<file path="config.mk">
export PLATFORM = sky130hd
export DESIGN_NAME = mux_mode_ctrl
export DESIGN_NICKNAME = d
export VERILOG_FILES = /design/src/rtl/video_mux_pkg.sv /design/src/rtl/frame_event_counter.sv /design/src/rtl/mux_mode_ctrl.sv
export SDC_FILE = /design/constraint.sdc
export NUM_CORES = 1
export LEC_CHECK = 0
export CAP_MARGIN = 10
export CORE_UTILIZATION = 47
export DETAILED_ROUTE_END_ITERATION = 10
export GPL_ROUTABILITY_DRIVEN = 0
export PLACE_DENSITY = 0.77
export SLEW_MARGIN = 10
export SYNTH_ARGS = -nofsm -noshare
export SYNTH_HDL_FRONTEND = slang
export SYNTH_SLANG_ARGS = --single-unit
</file>
<file path="constraint.sdc">
create_clock -name clk_in -period 1.6 [get_ports clk_in]
set_input_delay 0.32 -clock clk_in [delete_from_list [all_inputs] [get_ports clk_in]]
set_output_delay 0.32 -clock clk_in [all_outputs]
set_load 0.01 [all_outputs]
</file>
<file path="src/rtl/video_mux_pkg.sv">
// Shared mode encodings for the video mux select path and the tracker state.
// Pure types and one helper function; no timing or flow control.
package video_mux_pkg;

  typedef enum logic [1:0] {
    BG_CAMERA  = 2'd0,
    BG_CHANNEL = 2'd1,
    BG_THRESH  = 2'd2,
    BG_YMASK   = 2'd3
  } bg_mode_t;

  typedef enum logic [1:0] {
    TGT_NONE      = 2'd0,
    TGT_CROSSHAIR = 2'd1,
    TGT_SPRITE    = 2'd2,
    TGT_TEST      = 2'd3
  } tgt_mode_t;

  typedef enum logic {
    TRK_TRACK = 1'b0,
    TRK_LOST  = 1'b1
  } trk_state_t;

  // Test-colour mode is only reachable when the build allows it.
  function automatic tgt_mode_t next_tgt(input tgt_mode_t cur, input logic allow_test);
    case (cur)
      TGT_NONE:      return TGT_CROSSHAIR;
      TGT_CROSSHAIR: return TGT_SPRITE;
      TGT_SPRITE:    return allow_test ? TGT_TEST : TGT_NONE;
      default:       return TGT_NONE;
    endcase
  endfunction

endpackage

</file>
<file path="src/rtl/frame_event_counter.sv">
// Event counter with clear; tc_out flags an event that brings the count to TERM.
// Latency: tc_out combinational, count updates next edge; no backpressure (events never stall).
module frame_event_counter #(
  parameter int TERM     = 1,
  parameter bit SATURATE = 1'b0
) (
  input  logic clk_in,
  input  logic rst_in,
  input  logic clr_in,
  input  logic evt_in,
  output logic tc_out
);

  localparam int W = $clog2(TERM + 1);
  localparam logic [W-1:0] TERM_V = W'(TERM);
  localparam logic [W-1:0] PRE_V  = W'(TERM - 1);

  logic [W-1:0] count;
  logic         at_pre;
  logic         at_term;

  assign at_pre  = (count == PRE_V);
  assign at_term = (count == TERM_V);
  // In wrap mode the count never rests at TERM, so at_term only matters when saturating.
  assign tc_out  = evt_in & (at_pre | (SATURATE & at_term));

  always_ff @(posedge clk_in) begin
    if (!rst_in) begin
      count <= '0;
    end else if (clr_in) begin
      count <= '0;
    end else if (evt_in) begin
      if (tc_out) count <= SATURATE ? TERM_V : '0;
      else        count <= count + W'(1);
    end
  end

endmodule

</file>
<file path="src/rtl/mux_mode_ctrl.sv">
// Holds requested bg/target modes as pending and commits them to the mux on new_frame_in.
// Latency: commit at the frame edge, press visible at the first frame strictly after it; no backpressure.
module mux_mode_ctrl
  import video_mux_pkg::*;
#(
  parameter int AUTO_FRAMES = 120,
  parameter int LOST_FRAMES = 8,
  parameter int ALLOW_TEST  = 0
) (
  input  logic       clk_in,
  input  logic       rst_in,
  input  logic       btn_bg_in,
  input  logic       btn_target_in,
  input  logic       new_frame_in,
  input  logic       auto_en_in,
  input  logic       com_valid_in,
  output logic [1:0] bg_out,
  output logic [1:0] target_out,
  output logic [1:0] bg_pend_out,
  output logic [1:0] tgt_pend_out,
  output logic       lost_out,
  output logic       mode_changed_out
);

  trk_state_t state, state_next;
  bg_mode_t   bg_pend, bg_q;
  tgt_mode_t  tgt_pend, tgt_q, tgt_eff;
  logic       changed_q;
  logic       auto_fire;
  logic       lost_hit;

  // Auto advance still fires when a button clears the counter the same cycle.
  frame_event_counter #(.TERM(AUTO_FRAMES), .SATURATE(1'b0)) u_auto_cnt (
    .clk_in (clk_in),
    .rst_in (rst_in),
    .clr_in (~auto_en_in | btn_bg_in),
    .evt_in (auto_en_in & new_frame_in),
    .tc_out (auto_fire)
  );

  frame_event_counter #(.TERM(LOST_FRAMES), .SATURATE(1'b1)) u_lost_cnt (
    .clk_in (clk_in),
    .rst_in (rst_in),
    .clr_in (new_frame_in & com_valid_in),
    .evt_in (new_frame_in & ~com_valid_in),
    .tc_out (lost_hit)
  );

  always_ff @(posedge clk_in) begin
    if (!rst_in) state <= TRK_TRACK;
    else         state <= state_next;
  end

  always_comb begin
    state_next = state;
    tgt_eff    = tgt_pend;
    if (new_frame_in) begin
      if (com_valid_in) state_next = TRK_TRACK;
      else if (lost_hit) state_next = TRK_LOST;
    end
    if (tgt_pend == TGT_SPRITE && state_next == TRK_LOST) tgt_eff = TGT_CROSSHAIR;
  end

  always_ff @(posedge clk_in) begin
    if (!rst_in) begin
      bg_pend   <= BG_CAMERA;
      tgt_pend  <= TGT_NONE;
      bg_q      <= BG_CAMERA;
      tgt_q     <= TGT_NONE;
      changed_q <= 1'b0;
    end else begin
      if (btn_bg_in | auto_fire) bg_pend <= bg_mode_t'(bg_pend + 2'd1);
      if (btn_target_in)         tgt_pend <= next_tgt(tgt_pend, ALLOW_TEST != 0);
      changed_q <= 1'b0;
      // Commit uses the pre-increment pending values; same-cycle presses land next frame.
      if (new_frame_in) begin
        bg_q      <= bg_pend;
        tgt_q     <= tgt_eff;
        changed_q <= (bg_pend != bg_q) || (tgt_eff != tgt_q);
      end
    end
  end

  assign bg_out           = bg_q;
  assign target_out       = tgt_q;
  assign bg_pend_out      = bg_pend;
  assign tgt_pend_out     = tgt_pend;
  assign lost_out         = (state == TRK_LOST);
  assign mode_changed_out = changed_q;

endmodule

</file>
==> impl_metrics.json, run 1 <==
{
  "die_w_um": 51.1,
  "path_buf_inv": 1,
  "initial_core_util": 0.507,
  "power_switching_share": 0.262,
  "place_hpwl_um": 1750,
  "holdWs_ns": 0.526,
  "via_count": 989,
  "clock.fmax_mhz": 637,
  "power_w": 0.000990,
  "portBuffers": 16,
  "cts_made_buffers": 3,
  "firstDrtPassIters": 4,
  "drtIter0Drc": 5,
  "num_rows": 17,
  "slowest_stage": "clkdlybuf4s50_1",
  "ys_warn_count": 0,
  "viasPerCell": 5.68,
  "top_level_ports": 17,
  "crit_chain": "clkdlybuf4s50_1",
  "syn2layout_area_growth_pct": 28.8,
  "grt_pass1_vias": 948,
  "crit_fanout": 6,
  "instances_no_fill": 174,
  "crit_path_end_kind": "output port",
  "nNetsFinal": 157,
  "leakagePower_nw": 0.642,
  "status": "finished clean",
  "internal-power_w": 0.000731,
  "drv_cap": 0,
  "core-area_mm2": 0.00223,
  "antenna_cells": 0,
  "gr-usage-met3": 0.0387,
  "period_minus_slack_ns": 1.57,
  "start_kind": "register",
  "tightest_slew_ns": 0.416,
  "wirelength_um": 2380,
  "netlist_instances": 119,
  "cts_tree": "yes",
  "pwr-share-comb": 0.172,
  "ys_types": 41,
  "critPathKind": "register to output port",
  "crit_required_ns": 1.28,
  "clkPwrFrac": 0.259,
  "slew_viol_final": 0,
  "p_seq_frac": 0.570,
  "die_h_um": 51.1,
  "cts_root_buffer": "clkbuf_4",
  "path_clk_slew_ns": 0.13,
  "cts.sinks": 21,
  "antenna_found_initial": 0,
  "drive_gt1_frac": 0.288,
  "peakVddDrop_uv": 573,
  "critPathTopFamily": "buffers and inverters",
  "synth_area_mm2": 0.00113,
  "hold_buffers": 0,
  "clock_path_buffers": 2,
  "ys_seq_area_frac": 0.371,
  "h-tree-depth": 1,
  "grt_busiest_layer": "met2",
  "pwr_density_cell_mw_per_mm2": 679,
  "fin_skew_ns": 0.0129,
  "syn_nets": 129,
  "dp.cells": 169,
  "avgSynthCellArea_um2": 9.52,
  "use_met1": 0.214,
  "drc_errors": 0,
  "grt_max_degree": 14,
  "final_antenna_net_count": 0,
  "crit_path_max_incr_delay_ns": 0.55,
  "final.period_utilization": 0.981,
  "wire_per_inst_um": 13.6,
  "hold_path_class": "input port to register",
  "p_sw_w": 0.000260,
  "setup_viol": 0,
  "grt_pass1_wl_um": 3850,
  "clk_latency_ns": 0.30,
  "synth_seq_cells": 21,
  "finalHoldViolations": 0,
  "die_area_mm2": 0.00261,
  "gr-total-overflow": 0,
  "gr-usage-met2": 0.355,
  "relSlewSlack": 0.716,
  "crit_arrival_ns": 1.25,
  "grt_usage": 0.196
}
==> layer usage <==
layer | part of all wire | up-vias
met1 | 0.42 | 465
met2 | 0.50 | 26
met5 | 0 | -
met3 | 0.034 | 14
li1 | - | 484
met4 | 0.040 | 0
==> per-stage QoR <==
stage | instance area (um2) | util | TNS, ns | setup slack (ns)
2_1_floorplan | 1130 | - | 0 | 0.114
3_3_place_gp | 1370 | 0.612 | -1.35 | -0.206
3_5_place_dp | 1370 | 0.612 | -1.87 | -0.270
4_1_cts | 1410 | 0.630 | 0 | 0.00312
5_1_grt | 1460 | 0.653 | -0.0237 | -0.0120
6_report | 1460 | 0.653 | 0 | 0.0304
==> cell usage after synthesis <==
cell	instances	area, um2
nand3b_4	2	40.0
nor2_1	9	33.8
clkdlybuf4s25_2	1	10.0
nand3_1	6	30.0
buf_2	2	10.0
mux2i_1	5	50.1
and2_2	2	15.0
a2111oi_0	1	8.76
or2_2	1	6.26
o2111a_1	1	11.3
nand4_1	3	18.8
and2b_2	2	17.5
o31ai_1	1	7.51
and4_1	1	8.76
o221a_2	1	11.3
and3_1	2	12.5
nand2_1	7	26.3
a31o_2	2	17.5
o21a_1	2	15.0
a31oi_1	1	6.26
inv_1	5	18.8
and3b_1	1	8.76
nand3b_1	1	7.51
a311o_1	1	10.0
nor3b_1	1	7.51
and4bb_1	1	12.5
and2_1	3	18.8
a21oi_1	6	30.0
xor2_1	5	43.8
nor4bb_1	2	20.0
nor2b_1	4	25.0
o22ai_1	1	6.26
a311oi_4	1	26.3
nor4_1	1	6.26
o21ai_0	3	15.0
buf_6	2	22.5
a41oi_1	1	8.76
dfxtp_1	21	420
or3_1	2	12.5
xnor2_1	2	17.5
ha_1	3	37.5
==> registers in the layout, summed over array words and instances, names as in the netlist <==
register,flops
bg_out,2
bg_pend_out,2
lost_out,1
mode_changed_out,1
target_out,2
tgt_pend_out,2
u_auto_cnt.count,7
u_lost_cnt.count,4
==> worst register-to-register path: stages, from the launching register on <==
cell	delay, ns
dfxtp_2	0.38
ha_1	0.21
nand2_1	0.12
and4bb_4	0.38
nor4bb_2	0.07
a311o_1	0.27
==> cells in the final DEF (no fill, tap or decap), types with 5 or more instances in the layout <==
cell,n
nand3_1,6
a21oi_1,6
nand2_1,7
dfxtp_1,12
mux2i_1,5
nor2_1,9
clkdlybuf4s50_1,12
buf_4,12
xor2_1,5
dfxtp_2,5
==> area by class of cell <==
type                       count  area (um2)
clock inverter                 1        5.00
inverter                       5        18.8
tap                           28        35.0
multi-input combinational     88         676
fill                         184         774
sequential                    21         442
timing repair buffer          28         260
clock buffer                   3        22.5
==> worst paths after layout <==
| check | from | cells past startpoint | slack, ns | endpoint |
|---|---|---|---|---|
| setup / recovery | bg_pend_out[1] | 1 | 0.03 | bg_pend_out[1] |
| hold / removal | new_frame_in | 3 | 0.53 | target_out[0] |
| setup reg to reg | u_auto_cnt.count[1] | 5 | 0.06 | bg_pend_out[1] |
| hold reg to reg | u_auto_cnt.count[5] | 2 | 0.54 | u_auto_cnt.count[5] |
==> power groups by stage <==
stage | Sequential, W | Clock (W) | Combinational (W)
global placement | 0.000574 | 0 | 0.000160
CTS | 0.000566 | 0.000259 | 0.000166
floorplan | 0.000577 | 0 | 0.0000861
finish | 0.000564 | 0.000256 | 0.000170
detailed placement | 0.000576 | 0 | 0.000165
global route | 0.000568 | 0.000290 | 0.000186
==> timing repair <==
item / in CTS / in global routing
setup endpoints to repair: 7 / 11
gates resized for setup: 8 / 17
pin swaps: 1 / 3
setup buffers: 0 / 1
==> cell families (layout without fill, tap and decap cells) <==
logic type / after synthesis / count (layout) / synth area share
mux: 5 / 5 / 0.0442
flops: 21 / 21 / 0.371
simple gates: 51 / 51 / 0.290
xor+xnor: 7 / 7 / 0.0541
fa+ha+maj: 3 / 3 / 0.0332
compound gates: 22 / 22 / 0.154
buf+inv: 10 / 37 / 0.0541
Note: power is estimated with default switching activity, not from simulation.
==> run 2: changes to the inputs <==
--- a/config.mk
+++ b/config.mk
@@ -6,10 +6,14 @@
 export NUM_CORES = 1
 export LEC_CHECK = 0
 export CAP_MARGIN = 10
-export CORE_UTILIZATION = 47
+export CELL_PAD_IN_SITES_DETAIL_PLACEMENT = 1
+export CELL_PAD_IN_SITES_GLOBAL_PLACEMENT = 1
+export CORE_UTILIZATION = 38
+export CTS_BUF_LIST = sky130_fd_sc_hd__clkbuf_4 sky130_fd_sc_hd__clkbuf_8
 export DETAILED_ROUTE_END_ITERATION = 10
 export GPL_ROUTABILITY_DRIVEN = 0
-export PLACE_DENSITY = 0.77
+export PLACE_DENSITY = 0.8
+export RECOVER_POWER = 50
 export SLEW_MARGIN = 10
 export SYNTH_ARGS = -nofsm -noshare
 export SYNTH_HDL_FRONTEND = slang
==> run 2 against run 1 <==
Count of clock-buffer cells in the layout increased by 1; clock power grew 6%; highest routed layer unchanged; critical path depth did not move; sequential power hardly changed; combinational power about the same; sequential share of layout area shrank 0.27 points; non-clock buffer count rose by 2; critical path type unchanged; fmax up 2.3%; flip-flop and latch count is the same; first-iteration DRC count grew to 4.2 times the previous value; via count shrank 1.4%; global-route usage down 2.4 points.
==> impl_metrics.json, run 2 (same netlist as run 1, synthesis figures left out) <==
{
  "cts.sinks": 21,
  "reg2reg_to": "mode_changed_out",
  "relSlewSlack": 0.662,
  "drtIter0Drc": 21,
  "timing.rr.start": "u_lost_cnt.count[1]",
  "crit_path_end_kind": "output port",
  "fin_ws_ns": 0.0654,
  "wire_per_inst_um": 14.7,
  "hold_path_class": "input port to register",
  "cts_made_buffers": 3,
  "critPathKind": "register to output port",
  "die_w_um": 56.6,
  "dp_slack_ns": -0.316,
  "clock_path_buffers": 2,
  "place_hpwl_um": 2070,
  "leakagePower_nw": 0.622,
  "fin_skew_ns": 0.00331,
  "h-tree-depth": 1,
  "path_buf_inv": 1,
  "r2r_setup_slack_ns": 0.07,
  "drv_cap": 0,
  "n_fill_cell": 328,
  "drc_errors": 0,
  "peakVddDrop_uv": 655,
  "drive_gt1_frac": 0.270,
  "grt_pass1_vias": 994,
  "path_depth": 1,
  "clock.fmax_mhz": 652,
  "status": "finished clean",
  "hold_buffers": 0,
  "viasPerCell": 5.45,
  "crit_chain": "clkdlybuf4s50_1",
  "gr-total-overflow": 0,
  "critPathTopFamily": "buffers and inverters",
  "slew_viol_final": 0,
  "reg.largest.list": "u_auto_cnt.count: 7 flops, u_lost_cnt.count: 4 flops",
  "syn2layout_area_growth_pct": 28.5,
  "period_minus_slack_ns": 1.53,
  "die_area_mm2": 0.00320,
  "initial_core_util": 0.407,
  "finalHoldViolations": 0,
  "final.period_utilization": 0.959,
  "pwr_density_cell_mw_per_mm2": 691,
  "holdWs_ns": 0.513,
  "grt_pass1_wl_um": 4260,
  "start_kind": "register",
  "cts_tree": "yes",
  "rsz0062_at_grt": "no",
  "firstDrtPassIters": 4,
  "crit_fanout": 6,
  "setup_viol": 0,
  "cts_root_buffer": "clkbuf_4",
  "via_count": 975,
  "num_rows": 19,
  "crit_arrival_ns": 1.21,
  "slowest_stage": "clkdlybuf4s50_1",
  "crit_path_max_incr_delay_ns": 0.53,
  "startpoint": "target_out[1]",
  "hold_start": "new_frame_in",
  "grt_max_degree": 13,
  "layout_commonest_cell": "dfxtp_1",
  "regMostFlops": "u_auto_cnt.count",
  "crit_required_ns": 1.28,
  "tightest_slew_ns": 0.506,
  "top_level_ports": 17,
  "portBuffers": 16,
  "path_clk_slew_ns": 0.11,
  "core-area_mm2": 0.00278,
  "wirelength_um": 2630,
  "clk_latency_ns": 0.30,
  "layout.cells.most_common_list": "dfxtp_1 (14), buf_4 (11), nor2_1 (9), clkdlybuf4s50_1 (9)",
  "antenna_cells": 0,
  "final_antenna_net_count": 0,
  "cts_setup_buffers": 0,
  "reg2reg_depth": 6,
  "die_h_um": 56.6,
  "largest_reg_flops": 7,
  "nNetsFinal": 159,
  "grt_usage": 0.172,
  "antenna_found_initial": 0,
  "crit_end": "target_out[1]"
}
## run 2: cell count changes in the layout (fill, tap and decap cells not counted), moves of 2 or more
cell | before | now
dfxtp_1 | 12 | 14
clkdlybuf4s50_1 | 12 | 9
clkbuf_1 | 0 | 3
clkdlybuf4s25_1 | 0 | 2
## run 2: cell type report
class                      count  area (um2)  area share
tap                           31        38.8      0.0267
timing repair buffer          30         260       0.179
multi-input combinational     88         671       0.461
sequential                    21         437       0.300
inverter                       5        18.8      0.0129
clock buffer                   4        30.0      0.0206
## run 2: where the power goes
| group | internal, W | switching [W] | leakage (nW) | total [W] |
|---|---|---|---|---|
| logic | 0.0000938 | 0.0000768 | 0.429 | 0.000171 |
| clock network | 0.000114 | 0.000157 | 0.0184 | 0.000272 |
| registers | 0.000540 | 0.0000228 | 0.175 | 0.000563 |
| total | 0.000748 | 0.000257 | 0.622 | 0.00101 |
## run 2: worst min path at each step
| stage | to | slack (ns) | cells after the start |
|---|---|---|---|
| 6_report | u_auto_cnt.count[2] | 0.51 | 4 |
| 5_1_grt | u_auto_cnt.count[2] | 0.54 | 4 |
| 4_1_cts | u_auto_cnt.count[6] | 0.55 | 2 |
| 3_5_place_dp | u_auto_cnt.count[6] | 0.52 | 2 |
| 3_3_place_gp | u_auto_cnt.count[6] | 0.50 | 2 |
| 2_1_floorplan | u_auto_cnt.count[6] | 0.47 | 2 |
## run 2: stage by stage
| stage | std cells | util | setup TNS (ns) | total power, W | area (um2) |
|---|---|---|---|---|---|
| 6_report | 179 | 0.523 | 0 | 0.00101 | 1460 |
| 5_1_grt | 179 | 0.523 | 0 | 0.00107 | 1460 |
| 4_1_cts | 179 | 0.518 | 0 | 0.00103 | 1440 |
| 3_5_place_dp | 175 | 0.501 | -2.50 | 0.000749 | 1390 |
| 3_3_place_gp | 175 | 0.501 | -1.69 | 0.000739 | 1390 |
| 2_1_floorplan | 119 | - | 0 | 0.000663 | 1130 |
## run 2: repair_timing
action                     CTS  global route
setup endpoints to repair    8            10
resized for setup           11            17
pin swaps                    1             4
## run 2: per-layer routing
metal  routed length [um]  share of wire  up-vias  global-route usage
met3                   91          0.035        2              0.0484
li1                     -              -      489                   -
met1                 1150           0.44      467               0.189
met4                   10         0.0038        0              0.0453
met5                    0              0        -                   0
met2                 1380           0.52       17               0.319
